### src/rtl/acq_pkg.sv
// Shared types and default frame geometry for the four-channel ADC capture sequencer.
package acq_pkg;

   typedef enum logic [2:0] {
      IDLE,
      WAIT,
      CS_SETUP,
      SHIFT,
      CS_HOLD,
      PRESENT
   } acq_state_e;

   localparam int N_ADC           = 4;
   localparam int DEF_FRAME_BITS  = 16;
   localparam int DEF_LEAD_BITS   = 4;
   localparam int DEF_SAMPLE_BITS = 12;

endpackage

### src/rtl/spi_sclk_gen.sv
// SCLK half-period divider: after start, produces FRAME_BITS low/high periods of CLK_DIV
// clocks each, with strobes on the edges where SCLK should fall or rise, and done on the last.
module spi_sclk_gen #(
   parameter int CLK_DIV    = 4,
   parameter int FRAME_BITS = 16
) (
   input  logic clk,
   input  logic reset_b,
   input  logic start,
   output logic rise,
   output logic fall,
   output logic done
);

   localparam int DIV_W = $clog2(CLK_DIV);
   localparam int BIT_W = $clog2(FRAME_BITS + 1);

   logic             active;
   logic             level;
   logic [DIV_W-1:0] div_cnt;
   logic [BIT_W-1:0] bit_cnt;
   logic             half_end;
   logic             last_bit;

   assign half_end = active && (div_cnt == DIV_W'(CLK_DIV - 1));
   assign last_bit = (bit_cnt == BIT_W'(FRAME_BITS - 1));
   assign rise     = half_end && !level;
   assign fall     = start || (half_end && level && !last_bit);
   assign done     = half_end && level && last_bit;

   // level mirrors the SCLK the parent registers from the strobes; the frame ends on a high half
   always_ff @(posedge clk) begin
      if (!reset_b) begin
         active  <= 1'b0;
         level   <= 1'b1;
         div_cnt <= '0;
         bit_cnt <= '0;
      end else if (start) begin
         active  <= 1'b1;
         level   <= 1'b0;
         div_cnt <= '0;
         bit_cnt <= '0;
      end else if (half_end) begin
         div_cnt <= '0;
         if (!level) begin
            level <= 1'b1;
         end else if (last_bit) begin
            active <= 1'b0;
         end else begin
            level   <= 1'b0;
            bit_cnt <= bit_cnt + 1'b1;
         end
      end else if (active) begin
         div_cnt <= div_cnt + 1'b1;
      end
   end

endmodule

### src/rtl/adc_capture_sequencer.sv
// Periodic simultaneous capture from four serial ADCs, presented as one 48-bit set over valid/ready.
// Optional ADC_FRAME_STAMP_EN adds frame_stamp, a per-tick sequence number latched with each set.
module adc_capture_sequencer
   import acq_pkg::*;
#(
   parameter int CLK_DIV       = 4,
   parameter int FRAME_BITS    = DEF_FRAME_BITS,
   parameter int LEAD_BITS     = DEF_LEAD_BITS,
   parameter int SAMPLE_BITS   = DEF_SAMPLE_BITS,
   parameter int SAMPLE_PERIOD = 1000
) (
   input  logic                         clk,
   input  logic                         reset_b,
   input  logic                         enable,
   input  logic [N_ADC-1:0]             adc_miso,
   output logic [N_ADC-1:0]             adc_cs_n,
   output logic                         adc_sclk,
   output logic [N_ADC*SAMPLE_BITS-1:0] sample_data,
   output logic                         sample_valid,
   input  logic                         sample_ready,
   output logic                         busy,
   output logic                         overrun,
   input  logic                         overrun_clr
`ifdef ADC_FRAME_STAMP_EN
   ,
   output logic [15:0]                  frame_stamp
`endif
);

   localparam int KEEP_W = FRAME_BITS - LEAD_BITS;
   localparam int PER_W  = $clog2(SAMPLE_PERIOD);
   localparam int PH_W   = $clog2(CLK_DIV);

   acq_state_e        state;
   acq_state_e        state_nxt;
   logic [PER_W-1:0]  per_cnt;
   logic [PH_W-1:0]   ph_cnt;
   logic              tick;
   logic              ph_last;
   logic              start_shift;
   logic              set_overrun;
   logic              sclk_rise;
   logic              sclk_fall;
   logic              frame_done;
   logic [KEEP_W-1:0] shreg [N_ADC];

   assign tick    = enable && (per_cnt == PER_W'(SAMPLE_PERIOD - 1));
   assign ph_last = (ph_cnt == PH_W'(CLK_DIV - 1));

   spi_sclk_gen #(
      .CLK_DIV    (CLK_DIV),
      .FRAME_BITS (FRAME_BITS)
   ) u_sclk_gen (
      .clk     (clk),
      .reset_b (reset_b),
      .start   (start_shift),
      .rise    (sclk_rise),
      .fall    (sclk_fall),
      .done    (frame_done)
   );

   always_ff @(posedge clk) begin
      if (!reset_b || !enable) begin
         per_cnt <= '0;
      end else if (tick) begin
         per_cnt <= '0;
      end else begin
         per_cnt <= per_cnt + 1'b1;
      end
   end

   always_comb begin
      state_nxt   = state;
      start_shift = 1'b0;
      set_overrun = 1'b0;
      adc_cs_n    = '1;
      busy        = 1'b1;
      case (state)
         IDLE: begin
            busy = 1'b0;
            if (enable) state_nxt = WAIT;
         end
         WAIT: begin
            busy = 1'b0;
            if (!enable) begin
               state_nxt = IDLE;
            end else if (tick) begin
               if (sample_valid) set_overrun = 1'b1;
               else              state_nxt   = CS_SETUP;
            end
         end
         CS_SETUP: begin
            adc_cs_n = '0;
            if (ph_last) begin
               state_nxt   = SHIFT;
               start_shift = 1'b1;
            end
         end
         SHIFT: begin
            adc_cs_n = '0;
            if (frame_done) state_nxt = CS_HOLD;
         end
         CS_HOLD: begin
            adc_cs_n = '0;
            if (ph_last) state_nxt = PRESENT;
         end
         PRESENT: begin
            state_nxt = enable ? WAIT : IDLE;
         end
         default: begin
            state_nxt = IDLE;
         end
      endcase
   end

   // ph_cnt restarts on every state change, so it times CS_SETUP and CS_HOLD from their first cycle
   always_ff @(posedge clk) begin
      if (!reset_b) begin
         state        <= IDLE;
         ph_cnt       <= '0;
         adc_sclk     <= 1'b1;
         sample_valid <= 1'b0;
         sample_data  <= '0;
         overrun      <= 1'b0;
      end else begin
         state  <= state_nxt;
         ph_cnt <= (state_nxt != state) ? '0 : ph_cnt + 1'b1;
         if (sclk_rise)      adc_sclk <= 1'b1;
         else if (sclk_fall) adc_sclk <= 1'b0;
         if (state == PRESENT) begin
            sample_valid <= 1'b1;
            for (int i = 0; i < N_ADC; i++) begin
               sample_data[i*SAMPLE_BITS +: SAMPLE_BITS] <= shreg[i][SAMPLE_BITS-1:0];
            end
         end else if (sample_ready) begin
            sample_valid <= 1'b0;
         end
         if (set_overrun)      overrun <= 1'b1;
         else if (overrun_clr) overrun <= 1'b0;
      end
   end

   // Only the trailing KEEP_W bits are retained; the leading bits fall off the top while shifting
   always_ff @(posedge clk) begin
      if (sclk_rise) begin
         for (int i = 0; i < N_ADC; i++) begin
            shreg[i] <= {shreg[i][KEEP_W-2:0], adc_miso[i]};
         end
      end
   end

`ifdef ADC_FRAME_STAMP_EN
   logic [15:0] stamp_cnt;

   always_ff @(posedge clk) begin
      if (!reset_b) begin
         stamp_cnt   <= '0;
         frame_stamp <= '0;
      end else if (state == PRESENT) begin
         frame_stamp <= stamp_cnt;
         stamp_cnt   <= stamp_cnt + 1'b1;
      end else if (set_overrun) begin
         stamp_cnt <= stamp_cnt + 1'b1;
      end
   end
`endif

endmodule

### config.mk
export PLATFORM = sky130hd
export DESIGN_NAME = adc_capture_sequencer
export DESIGN_NICKNAME = d
export VERILOG_FILES = /design/src/rtl/acq_pkg.sv /design/src/rtl/spi_sclk_gen.sv /design/src/rtl/adc_capture_sequencer.sv
export SDC_FILE = /design/constraint.sdc
export NUM_CORES = 1
export LEC_CHECK = 0
export ABC_AREA = 0
export ABC_CLOCK_PERIOD_IN_PS = 3600
export CORE_ASPECT_RATIO = 1.1
export CORE_MARGIN = 3
export CORE_UTILIZATION = 48
export DETAILED_ROUTE_END_ITERATION = 8
export PLACE_DENSITY = 0.76
export SYNTH_ARGS = -nofsm -noshare
export SYNTH_HDL_FRONTEND = slang
export SYNTH_SLANG_ARGS = --single-unit
### constraint.sdc
create_clock -name clk -period 3.6 [get_ports clk]
set_clock_uncertainty 0.15 [all_clocks]
set_input_delay 0.72 -clock clk [delete_from_list [all_inputs] [get_ports clk]]
set_output_delay 0.72 -clock clk [all_outputs]
set_load 0.1 [all_outputs]
### Word level (Yosys, flattened, before mapping)

Memories as Yosys holds them, arrays and structs flattened.
Index checks and enable logic that the tools add are counted.

| word-level totals | value |
|---|---|
| register bits after elaboration | 75 |
| memory bits (writable) | 48 |
| logic and storage cells | 86 |
| memories kept | 1 |

| cells by class | value |
|---|---|
| add/subtract/negate cells | 4 |
| eq/ne operators | 10 |
| multiplexer cells | 31 |
| bitwise gates (word level) | 2 |
| reduce and logical (&&, ||, !) cells | 27 |

Memories:

| name | depth | width | read ports | clocked after Yosys merged registers in | write ports | RTL line | RTL |
|---|---|---|---|---|---|---|---|
| shreg | 4 | 12 | 4 | 0 | 4 | adc_capture_sequencer.sv:45 | `logic [KEEP_W-1:0] shreg [N_ADC];` |

Operator list:

| cell | number |
|---|---|
| two-way mux 1 bit | 22 |
| two-way mux 3 bit | 7 |
| one-hot mux 3 bit (6 select lines) | 1 |
| adder 10 x 1 -> 10 bit, second input constant | 1 |
| equality test 10 bit, second input constant | 1 |
| nonzero test 2 bit | 5 |
| OR reduction 2 bit | 5 |
| equality test 3 x 2 -> 1 bit, second input constant | 2 |
| equality test 3 bit, second input constant | 2 |
| logical AND 1 bit | 6 |
| AND reduction 3 bit | 2 |
| OR reduction 3 bit | 2 |
| adder 5 x 1 -> 5 bit, second input constant | 1 |
| equality test 5 x 4 -> 1 bit, second input constant | 1 |
| adder 2 x 1 -> 2 bit, second input constant | 2 |
| equality test 2 bit, second input constant | 2 |
| logical NOT 1 bit | 4 |
| two-way mux 4 bit | 1 |
| equality test 3 x 1 -> 1 bit, second input constant | 1 |
| logical NOT 3 bit | 1 |
| != test 3 bit | 1 |
| logical OR 1 bit | 2 |
| inverter 1 bit | 2 |

### Longest topological paths before layout

Gate-level depths: netlist (run 1).

| logic depth | value |
|---|---|
| word-level depth | 8 |
| gate-level depth with buffers | 6 |
| mapped depth without buffers | 6 |

### By module

From an unflattened synthesis (run 1), not the netlist that was laid out.

| second synthesis, totals | value |
|---|---|
| cell total of the unflattened synthesis | 410 |
| area, all modules | 4,580.6 µm² |

By module, submodules not included:

| module | instances | cells each | area each (µm²) | seq. area each (µm²) |
|---|---|---|---|---|
| adc_capture_sequencer | 1 | 362 | 4,142.7 | 2,762.6 |
| spi_sclk_gen | 1 | 48 | 437.9 | 180.2 |

### Worst setup path before layout (run 1)

Ideal clock, no wire load.

| timing path | value |
|---|---|
| path kind | reg-to-output |
| start point | register state[2] |
| end point | output adc_cs_n[1] |
| data arrival time | 2.806 ns |
| required time | 2.730 ns |
| setup slack | -0.076 ns |
| cell stages (with the launch flop) | 5 |
| path through | dfxtp_1 buf_2 and2b_1 a21oi_1 buf_4 |

| on the way | value |
|---|---|
| word-level cells in the longest chain between the ends | 3 |

Ends and longest elaborated chain:

| item | RTL line | RTL |
|---|---|---|
| start, declared | adc_capture_sequencer.sv:34 | `acq_state_e state;` |
| start signal, assigned | adc_capture_sequencer.sv:126 | `state <= state_nxt;` |
| equality test 3 bit / equality test 3 x 2 -> 1 bit (equally long branches) | adc_capture_sequencer.sv:78 | `case (state)` |
| OR reduction 3 bit (no line) (*) | -- |  |
| two-way mux 4 bit (*) | adc_capture_sequencer.sv:78 |  |
| end, declared | adc_capture_sequencer.sv:16 | `output logic [N_ADC-1:0] adc_cs_n,` |

Mark *: on every way between the ends. The rest lies on a longest branch, timed or not.

### Worst setup path after layout (run 1)

| timing path | value |
|---|---|
| start point | register sample_data[34], read port of shreg |
| end point | output sample_data[34] |

RTL lines:

| item | RTL line | RTL |
|---|---|---|
| start, declared | adc_capture_sequencer.sv:18 | `output logic [N_ADC*SAMPLE_BITS-1:0] sample_data,` |

No word-level cell between the ends.

==> run summary, run 1 <==
### Status
* finished, final reports clean — outcome

### Synthesis
* 33.7% — proportion of netlist area held by the largest area contributor
* 0 — synth warn
* sky130_fd_sc_hd__dfxtp_1 — top cell type by total area after synthesis
* 66.1% — sequential-to-total area share from yosys stat
* 421 — net count after synthesis
* 52 — number of library cell types mapped by synthesis
* 48 — number of synthesized flops with an enable pin
* 407 — instance count of the mapped netlist
* sky130_fd_sc_hd__dfxtp_1 — Primary FF master, synth
* 0% — fraction of synthesis flops using an asynchronous set or reset pin
* 123 — FF+latch count, synth
* 0.00445 mm2 — summed instance area of the synthesized netlist
* 10.9 um2 — average footprint of a synthesized cell
* sky130_fd_sc_hd__dfxtp_1 34%, sky130_fd_sc_hd__edfxtp_1 32%, sky130_fd_sc_hd__nand2_1 9.0% — main area contributors after synthesis

### Place
* 64 — count of port buffers added during placement
* 1.08 ns — Place WS
* 0.743 — routability congestion estimate from global placement
* 0.00512 mm2 — total cell area at the placement stage
* 5.48 mm — hpwl dp

### CTS
* 0 — number of gates resized after cts
* 0 — postcts setup bufs
* 0.06 ns — Worst-path clk slew
* 123 — number of clock sinks
* 17 — number of buffers created by CTS
* sky130_fd_sc_hd__clkbuf_8 — Root Buffer Master
* yes — TritonCTS clock tree
* 0.51 ns — clock insertion delay at the later pin of the skew report
* 2 — Bufs on Longest Clock Path
* 0 — cts-stage hold buffer count
* 4 — H-tree depth

### Final layout
* 0.00570 mm2 — post-route standard cell area excluding fillers
* 482 — final-stage net count
* 13.1% — fraction of final layout cells with drive strength greater than 1
* 0.00294 mm2 — register area
* 27.9% — Area Overhead vs Synth
* 0 — Diodes inserted
* 722 — layout filler cell count
* 0.00137 mm2 — combined area of the multi-input logic cells

### Floorplanning
* 107 um — die height
* 97.8 um — width of the die
* 0.00896 mm2 — Core Area
* 49.7% — Starting Density
* 65 — count of boundary I/O pins
* 0.0105 mm2 — area enclosed by the die boundary
* 36 — cell row count

### Timing
* 0.708 ns — crit path setup slack, layout
* 0 — final slew viol count
* no — unrepaired setup endpoints after global routing
* 80.3% — final clock period utilization by the worst path
* 0 — number of failing setup endpoints in the final timing report
* 2.89 ns — Final Critical Period
* 0.977 ns — measured slew at the worst slew-check pin
* 0.346 GHz — highest attainable clock frequency
* 0 ns — post-route setup TNS
* 34.6% — Slew HR
* 0 — Final Hold Viols

### Critical path
* 2 — highest net fanout along the worst path
* u_sclk_gen.div_cnt[0]$_SDFFE_PP0P_ — reg-to-reg critical path startpoint
* flip-flop to primary output — Worst Setup Path Type
* clkdlybuf4s50_1 — cell-by-cell trace of the critical path
* 2.02 ns — data arrival time of the critical path
* 1.15 ns — longest individual stage delay on the worst path
* buffers and inverters — critical path's top delay family
* sky130_fd_sc_hd__clkdlybuf4s50_1 — Max stage delay cell, worst path
* 4 — cell count of the worst reg-to-reg path
* 1 — crit path buf inv count
* primary output — crit end category
* 1.52 ns — worst reg2reg setup slack
* flip-flop — kind of start point of the critical path
* 2.73 ns — required time worst endpoint
* shreg[1][2]$_DFFE_PP_ — end of the worst register-to-register path

### Routing
* 193 — DRC marker count from the first detailed-route iteration
* 14.5 um — Wirelength per Cell
* 0 — post-route antenna net violation count
* 5.21 — detailed-route vias per instance
* 8.60 mm — Final Routed Wirelength
* 0 — drt drc
* 4 — Detailed Routing Iterations Pass 1
* 3,099 — total via count in the routed design

### Pwr
* 1.90 nW — Lkg Pwr
* 0.316 mV — Peak supply drop
* 547 mW/mm2 — pwr/cell area

### Global routing
* 0 — total overflow reported by the global router
* 3,124 — number of global-route vias before repair
* 14.3 mm — first-pass GRT wire length
* 54 — pin count of the biggest net entering global routing
* 17.1% — All-Layer GR Usage
* 0 — initial antenna violation count

### Min path
* 1 — Cells on Worst Hold Path
* ph_cnt[0]$_SDFF_PP0_ — start point of the worst hold path
* flip-flop to flip-flop — type of the tightest min-delay check
* ph_cnt[0]$_SDFF_PP0_ — endpoint of the worst hold path

### Run
* 0 — max-cap viol count

[how the worst max path moves through the flow]
stage | start | to | cells after the start
floorplan | u_sclk_gen.div_cnt[0]$_SDFFE_PP0P_ | shreg[0][0]$_DFFE_PP_ | 3
CTS | sample_data[40]$_SDFFE_PN0N_ | sample_data[40] | 1
detailed placement | reset_b | adc_sclk$_SDFFE_PP1P_ | 3
global route | sample_data[34]$_SDFFE_PN0N_ | sample_data[34] | 1
finish | sample_data[34]$_SDFFE_PN0N_ | sample_data[34] | 1
global placement | reset_b | adc_sclk$_SDFFE_PP1P_ | 3
[layout make-up]
| class | count | area share (%) |
|---|---|---|
| timing repair buffer | 66 | 11.2 |
| multi-input combinational | 252 | 24.0 |
| clock buffer | 17 | 7.27 |
| clock inverter | 15 | 2.88 |
| tap | 114 | 2.50 |
| sequential | 123 | 51.7 |
| inverter | 8 | 0.527 |
[power breakdown]
part           total [W]  leakage [nW]  internal (W)  switching, W
Combinational  0.0000371         0.588     0.0000151     0.0000220
Sequential       0.00144          1.04       0.00144    0.00000385
Clock            0.00164         0.280      0.000996      0.000642
Total            0.00312          1.90       0.00245      0.000667
[layout by cell type (no fill, tap or decap), types with 2 or more instances in the layout]
cell type	instances
sky130_fd_sc_hd__ha_1	5
sky130_fd_sc_hd__or2_2	3
sky130_fd_sc_hd__nor3b_1	2
sky130_fd_sc_hd__bufinv_16	2
sky130_fd_sc_hd__clkinvlp_4	2
sky130_fd_sc_hd__a21oi_1	58
sky130_fd_sc_hd__nand3_1	4
sky130_fd_sc_hd__xnor2_1	2
sky130_fd_sc_hd__clkdlybuf4s50_1	51
sky130_fd_sc_hd__clkinv_4	4
sky130_fd_sc_hd__or3_1	5
sky130_fd_sc_hd__mux2i_1	4
sky130_fd_sc_hd__and3_1	2
sky130_fd_sc_hd__o31ai_1	4
sky130_fd_sc_hd__edfxtp_1	48
sky130_fd_sc_hd__dfxtp_1	75
sky130_fd_sc_hd__clkbuf_16	16
sky130_fd_sc_hd__nand2_1	107
sky130_fd_sc_hd__o21ai_0	7
sky130_fd_sc_hd__xor2_1	3
sky130_fd_sc_hd__a21oi_2	2
sky130_fd_sc_hd__inv_1	7
sky130_fd_sc_hd__inv_6	5
sky130_fd_sc_hd__a311oi_1	2
sky130_fd_sc_hd__nand2b_1	2
sky130_fd_sc_hd__nor2_1	10
sky130_fd_sc_hd__nand4_1	3
sky130_fd_sc_hd__clkinv_2	2
sky130_fd_sc_hd__buf_4	14
[through the flow]
| step | power [W] | cells | utilization (%) | hold WS [ns] |
|---|---|---|---|---|
| 2_1_floorplan | 0.00150 | 407 | - | 0.249 |
| 3_3_place_gp | 0.00151 | 563 | 57.1 | 0.256 |
| 3_5_place_dp | 0.00151 | 563 | 57.1 | 0.269 |
| 4_1_cts | 0.00314 | 595 | 63.6 | 0.275 |
| 5_1_grt | 0.00321 | 595 | 63.6 | 0.298 |
| 6_report | 0.00312 | 595 | 63.6 | 0.277 |
[registers in the layout (all words and copies together), names as in the netlist]
signal and cells:
u_sclk_gen.bit_cnt 5, sample_valid 1, adc_sclk 1, sample_data 48, u_sclk_gen.level 1, u_sclk_gen.active 1
overrun 1, per_cnt 10, state 3, u_sclk_gen.div_cnt 2, shreg 48, ph_cnt 2
[kinds of logic (layout without fill, tap and decap cells)]
logic type	Yosys count	in the layout	share of synthesized area, %
DFF	123	123	66.1
AOI/OAI and AO/OA	82	82	10.4
muxes	4	4	0.899
adders and majority gates	5	5	1.40
and+or+nand+nor	156	156	16.7
buffers and inverters	32	106	3.48
xor gates and xnor gates	5	5	0.984
[synthesized netlist by cell type, drive strengths merged, types with 2 or more instances]
cell type and instances:
mux2i 4, nor2 11, a21oi 60, a311oi 2, nand3 5, or3 5
inv 8, xnor2 2, o21ai 7, nand2b 2, nand4 4, nand2 108
and4 2, nand4b 2, and3 2, ha 5, o31ai 4, or2 3
or4 2, buf 13, dfxtp 75, clkbuf 11, xor2 3, nor3b 2
edfxtp 48
[per-layer routing]
| layer | GRT usage (%) | vias up | routed length (um) |
|---|---|---|---|
| met5 | 0 | - | 0 |
| met4 | 7.12 | 0 | 103 |
| met3 | 4.42 | 10 | 296 |
| met2 | 28.6 | 59 | 4340 |
| met1 | 20.9 | 1489 | 3870 |
| li1 | - | 1541 | - |
Power figures use the tool's default switching activity.
==> run 2: changes to the inputs <==
ABC_CLOCK_PERIOD_IN_PS = 2400   (was 3600)
clock period = 2.4 ns   (was 3.6 ns; I/O delays follow)
==> run 2 against run 1 <==
Against the previous run: die area unchanged; highest routed layer unchanged; routed wire length up 5.3%; final cell count increased by 0.84%; clock power grew 72%; sequential share of layout area decreased by 0.93 points; via count increased by 2.5%; flip-flop and latch count unchanged.
==> run summary, run 2 (synthesis results as in run 1) <==
### Status
* finished, final reports clean — outcome

### Critical path
* primary output — crit end category
* flip-flop to primary output — Worst Setup Path Type
* u_sclk_gen.bit_cnt[0]$_SDFFE_PP0P_ — reg-to-reg critical path startpoint
* state[2]$_SDFF_PN0_ — origin of the worst setup path
* ph_cnt[1]$_SDFF_PP0_ — end of the worst register-to-register path
* 1.77 ns — required time worst endpoint, -0.96 ns
* 1.68 ns — data arrival time of the critical path, -0.34 ns
* 0.24 ns — worst reg2reg setup slack, -1.28 ns
* 14 — highest net fanout along the worst path, +12
* flip-flop — kind of start point of the critical path
* 6 — cell count of the worst reg-to-reg path, +2

### Min path
* shreg[1][0]$_DFFE_PP_ — start point of the worst hold path
* 0 — Cells on Worst Hold Path, -1
* shreg[1][1]$_DFFE_PP_ — endpoint of the worst hold path
* flip-flop to flip-flop — type of the tightest min-delay check

### Floorplanning
* 49.7% — Starting Density, unchanged
* 0.0105 mm2 — area enclosed by the die boundary, unchanged
* 0.00896 mm2 — Core Area, unchanged
* 65 — count of boundary I/O pins, unchanged
* 107 um — die height, unchanged
* 97.8 um — width of the die, unchanged
* 36 — cell row count, unchanged

### Pwr
* 0.00505 W — total power, +62%
* 0.484 mV — Peak supply drop, +53%
* 2.10 nW — Lkg Pwr, +10%
* 869 mW/mm2 — pwr/cell area, +59%

### Global routing
* 17.9% — All-Layer GR Usage, +0.81 points
* 49 — pin count of the biggest net entering global routing, -9.3%
* 0 — initial antenna violation count, unchanged
* 0 — total overflow reported by the global router, unchanged
* 3,097 — number of global-route vias before repair, -0.86%
* 14.8 mm — first-pass GRT wire length, +4.0%

### Final layout
* 0 — Diodes inserted, unchanged
* sky130_fd_sc_hd__nand2_1 — leading cell type in the layout, fill and taps excluded
* 23.0% — fraction of final layout cells with drive strength greater than 1, +9.9 points
* sample_data x48, shreg x48, per_cnt x10 — biggest registers after layout
* 0.00138 mm2 — combined area of the multi-input logic cells, +0.55%
* 691 — layout filler cell count, -4.3%
* 0.00295 mm2 — register area, +0.13%
* 107 x sky130_fd_sc_hd__nand2_1, 72 x sky130_fd_sc_hd__dfxtp_1, 58 x sky130_fd_sc_hd__a21oi_1, 55 x sky130_fd_sc_hd__buf_4, 48 x sky130_fd_sc_hd__edfxtp_1 — commonest cells after routing, fill and taps aside
* 30.4% — Area Overhead vs Synth
* 487 — final-stage net count, +1.0%
* 64.8% — fraction of the core area covered by cells at the end of the flow, +1.2 points

### Timing
* 0 ns — post-route setup TNS, unchanged
* 0 — final slew viol count, unchanged
* 0 — number of failing setup endpoints in the final timing report, unchanged
* 0.0877 ns — crit path setup slack, layout, -0.620 ns
* 0 — Final Hold Viols, unchanged
* 0.432 GHz — highest attainable clock frequency
* 96.3% — final clock period utilization by the worst path
* 2.31 ns — Final Critical Period
* 63.2% — Slew HR, +29 points
* 0.545 ns — measured slew at the worst slew-check pin, -0.433 ns
* no — unrepaired setup endpoints after global routing

### Run
* 0 — max-cap viol count, unchanged

### Routing
* 5 — Detailed Routing Iterations Pass 1, +1
* 3,177 — total via count in the routed design, +2.5%
* 0 — post-route antenna net violation count, unchanged
* 159 — DRC marker count from the first detailed-route iteration, -18%
* 15.1 um — Wirelength per Cell, +4.4%
* 5.30 — detailed-route vias per instance, +1.7%
* 0 — drt drc, unchanged
* 9.05 mm — Final Routed Wirelength, +5.3%

### CTS
* 123 — number of clock sinks, unchanged
* 17 — number of buffers created by CTS, unchanged
* 0.50 ns — clock insertion delay at the later pin of the skew report, about the same
* 4 — H-tree depth, unchanged
* yes — TritonCTS clock tree
* 2 — Bufs on Longest Clock Path, unchanged
* 0.06 ns — Worst-path clk slew, about the same
* 0 — cts-stage hold buffer count, unchanged
* sky130_fd_sc_hd__clkbuf_8 — Root Buffer Master

### Place
* 0.758 — routability congestion estimate from global placement, +2.1%
* 5.64 mm — hpwl dp, +2.9%
* 64 — count of port buffers added during placement, unchanged
* 0.377 ns — Place WS, -0.702 ns

[run 2: per-layer routing]
layer  vias up  track usage (%)  wire length, um
met4         0             7.02              100
met1      1536             21.1             3890
met2        76             30.7             4670
met5         -                0                0
met3        11             5.14              397
li1       1554                -                -
[run 2: area by class of cell]
type	count	share of cell area, %
clock buffers	18	7.20
multi-input cells	252	23.7
flip-flops and latches	123	50.7
inverters	8	0.517
well taps	114	2.46
clock inverters	14	4.18
repair buffers	71	11.2
[run 2: through the flow]
stage / cell area [um2] / hold slack [ns] / std cells
2_1_floorplan: 4470 / 0.249 / 407
3_3_place_gp: 5120 / 0.263 / 567
3_5_place_dp: 5120 / 0.265 / 567
4_1_cts: 5790 / 0.293 / 599
5_1_grt: 5810 / 0.302 / 600
6_report: 5810 / 0.296 / 600
[run 2: how the worst max path moves through the flow]
stage                                       to  slack, ns
after floorplan                    adc_cs_n[1]       0.01
after global placement     state[0]$_SDFF_PN0_       0.42
after detailed placement  ph_cnt[1]$_SDFF_PP0_       0.38
after CTS                          adc_cs_n[2]      0.002
after global routing               adc_cs_n[0]      0.008
final                              adc_cs_n[0]       0.09
[run 2: critical path: stages (launching register included)]
cell                      delay, ns
sky130_fd_sc_hd__dfxtp_2       0.46
sky130_fd_sc_hd__and2b_1       0.26
sky130_fd_sc_hd__a21oi_4       0.14
sky130_fd_sc_hd__buf_12        0.14
sky130_fd_sc_hd__buf_12        0.17
[run 2: power by group]
part           switching (W)  internal, W  total (W)
sequential        0.00000651      0.00216    0.00217
combinational      0.0000353    0.0000248  0.0000602
clock               0.000916      0.00190    0.00282
total               0.000958      0.00409    0.00505
[run 2: repair_timing]
action,in CTS,in global routing
endpoints found under the setup margin,4,4
resized for setup,2,1
buffers inserted,0,1
cloned,0,0
==> run 3: changes to the inputs <==
RECOVER_POWER = 50   (was default)
==> run 3 against run 2 <==
Against the previous run: global-route usage unchanged; maximum frequency barely moved; combinational power down 2%; sequential share of layout area rose by 0.077 points; register-to-register slack improved by 0.04 ns; cell area shrank 0.15%; die area unchanged; setup slack worse by 0.0014 ns; final cell count unchanged; first-iteration DRC count rose by 7.5%; non-clock buffer count is the same; critical path type unchanged; largest power group unchanged; highest routed layer unchanged.
==> run summary, run 3 (synthesis results as in run 1) <==
### Status
* finished, final reports clean — outcome

### Place
* 0.00512 mm2 — total cell area at the placement stage, unchanged
* 0.377 ns — Place WS, unchanged
* 0.758 — routability congestion estimate from global placement, unchanged
* 64 — count of port buffers added during placement, unchanged
* 5.64 mm — hpwl dp, unchanged

### Pwr
* 19.0% — net switching fraction of the power, +0.027 points
* 1.2% — fraction of power consumed by combinational cells, about the same
* 870 mW/mm2 — pwr/cell area, +0.14%
* 2.09 nW — Lkg Pwr, -0.18%
* 0.000959 W — P_sw, +0.13%
* 42.9% — share of power burned in registers, about the same
* 0.487 mV — Peak supply drop, +0.55%
* 0.00409 W — Internal Power, about the same
* 55.9% — share of power burned in the clock network, about the same

### Critical path
* 1.77 ns — required time worst endpoint, about the same
* and2b_1 -> a21oi_4 -> buf_12 -> buf_12 — cell-by-cell trace of the critical path
* 0.46 ns — longest individual stage delay on the worst path, about the same
* 1.68 ns — data arrival time of the critical path, about the same
* u_sclk_gen.bit_cnt[0]$_SDFFE_PP0P_ — reg-to-reg critical path startpoint
* flip-flop to primary output — Worst Setup Path Type
* ph_cnt[1]$_SDFF_PP0_ — end of the worst register-to-register path
* primary output — crit end category
* 0.28 ns — worst reg2reg setup slack, +0.04 ns
* 6 — cell count of the worst reg-to-reg path, unchanged
* flip-flop — kind of start point of the critical path
* 14 — highest net fanout along the worst path, unchanged
* sky130_fd_sc_hd__buf_12 — most used cell along the critical path
* sky130_fd_sc_hd__dfxtp_2 — Max stage delay cell, worst path
* 2 — crit path buf inv count, unchanged
* flip-flops — critical path's top delay family

### Global routing
* 14.8 mm — first-pass GRT wire length, unchanged
* 3,097 — number of global-route vias before repair, unchanged
* 0 — initial antenna violation count, unchanged
* 0 — total overflow reported by the global router, unchanged
* 17.9% — All-Layer GR Usage, unchanged
* 49 — pin count of the biggest net entering global routing, unchanged

### Min path
* 0 — Cells on Worst Hold Path, unchanged
* shreg[1][0]$_DFFE_PP_ — start point of the worst hold path
* flip-flop to flip-flop — type of the tightest min-delay check
* shreg[1][1]$_DFFE_PP_ — endpoint of the worst hold path

### Timing
* 0 ns — post-route setup TNS, unchanged
* 96.4% — final clock period utilization by the worst path, about the same
* 2.31 ns — Final Critical Period, +0.00136 ns
* 0 — Final Hold Viols, unchanged
* 0.993 ns — measured slew at the worst slew-check pin, +0.448 ns
* no — unrepaired setup endpoints after global routing
* 0.296 ns — hold slack final, +0.0000420 ns
* 0.432 GHz — highest attainable clock frequency, about the same
* 33.8% — Slew HR, -29 points
* 0 — final slew viol count, unchanged
* 0.0864 ns — crit path setup slack, layout, -0.00136 ns
* 0 — number of failing setup endpoints in the final timing report, unchanged

### Final layout
* 107 x sky130_fd_sc_hd__nand2_1, 72 x sky130_fd_sc_hd__dfxtp_1, 58 x sky130_fd_sc_hd__a21oi_1, 52 x sky130_fd_sc_hd__buf_4, 48 x sky130_fd_sc_hd__edfxtp_1 — commonest cells after routing, fill and taps aside
* 22.6% — fraction of final layout cells with drive strength greater than 1, -0.41 points
* 64.7% — fraction of the core area covered by cells at the end of the flow, -0.098 points
* 691 — layout filler cell count, unchanged
* sky130_fd_sc_hd__nand2_1 — leading cell type in the layout, fill and taps excluded
* 0 — Diodes inserted, unchanged
* sample_data x48, shreg x48, per_cnt x10 — biggest registers after layout
* 487 — final-stage net count, unchanged
* 0.00580 mm2 — post-route standard cell area excluding fillers, -0.15%
* 30.2% — Area Overhead vs Synth

### Routing
* 15.1 um — Wirelength per Cell, -0.25%
* 0 — post-route antenna net violation count, unchanged
* 4 — Detailed Routing Iterations Pass 1, -1
* 3,176 — total via count in the routed design, -0.031%
* 9.03 mm — Final Routed Wirelength, -0.25%
* 0 — drt drc, unchanged
* 171 — DRC marker count from the first detailed-route iteration, +7.5%
* 5.29 — detailed-route vias per instance, about the same

### Run
* 0 — max-cap viol count, unchanged

### CTS
* 123 — number of clock sinks, unchanged
* yes — TritonCTS clock tree
* 0.06 ns — Worst-path clk slew, about the same
* 2 — Bufs on Longest Clock Path, unchanged
* sky130_fd_sc_hd__clkbuf_8 — Root Buffer Master
* 0.51 ns — clock insertion delay at the later pin of the skew report, about the same
* 17 — number of buffers created by CTS, unchanged
* 4 — H-tree depth, unchanged

### Floorplanning
* 49.7% — Starting Density, unchanged
* 0.00896 mm2 — Core Area, unchanged
* 97.8 um — width of the die, unchanged
* 65 — count of boundary I/O pins, unchanged
* 36 — cell row count, unchanged
* 107 um — die height, unchanged
* 0.0105 mm2 — area enclosed by the die boundary, unchanged

## run 3: changes by cell type in the layout (fill, tap and decap cells not counted), sizes merged
cell           change
clkbuf             +3
dlygate4sd3        +4
clkdlybuf4s50      -4
buf                -3
## run 3: cell type report
class | instances | area, um2 | area share [%]
well taps | 114 | 143 | 2.46
multi-input cells | 252 | 1380 | 23.7
inverters | 8 | 30.0 | 0.518
clock buffers | 18 | 418 | 7.21
flip-flops and latches | 123 | 2950 | 50.8
repair buffers | 71 | 644 | 11.1
clock inverters | 14 | 243 | 4.19
## run 3: timing repair
item	4_1_cts	5_1_grt
pin swaps	0	0
gates resized for setup	2	1
setup endpoints to repair	4	4
hold buffers	0	0
setup buffers	0	1
## run 3: power groups by stage
| stage | combinational, W | sequential (W) | clock, W |
|---|---|---|---|
| floorplan | 0.0000395 | 0.00221 | 0 |
| global placement | 0.0000571 | 0.00221 | 0 |
| detailed placement | 0.0000590 | 0.00221 | 0 |
| CTS | 0.0000607 | 0.00217 | 0.00286 |
| global route | 0.0000648 | 0.00217 | 0.00296 |
| finish | 0.0000589 | 0.00217 | 0.00282 |
## run 3: routing by layer
metal  global-route usage, %  up-vias  wire (um)
li1                        -     1554          -
met1                    21.1     1533       3870
met2                    30.7       78       4640
met3                    5.14       11        402
met4                    7.02        0        119
met5                       0        -          0
## run 3: worst max-delay path by stage
stage / startpoint / depth (start not counted) / slack, ns / to
floorplan: state[2]$_SDFF_PN0_ / 4 / 0.01 / adc_cs_n[1]
global placement: enable / 4 / 0.42 / state[0]$_SDFF_PN0_
detailed placement: u_sclk_gen.bit_cnt[0]$_SDFFE_PP0P_ / 6 / 0.38 / ph_cnt[1]$_SDFF_PP0_
CTS: state[0]$_SDFF_PN0_ / 3 / 0.002 / adc_cs_n[2]
global route: state[2]$_SDFF_PN0_ / 4 / 0.008 / adc_cs_n[0]
finish: state[2]$_SDFF_PN0_ / 4 / 0.09 / adc_cs_n[0]
## run 3: per-stage QoR
stage	std cells	power [W]
global placement	567	0.00227
CTS	599	0.00509
finish	600	0.00505
global route	600	0.00519
floorplan	407	0.00225
detailed placement	567	0.00227
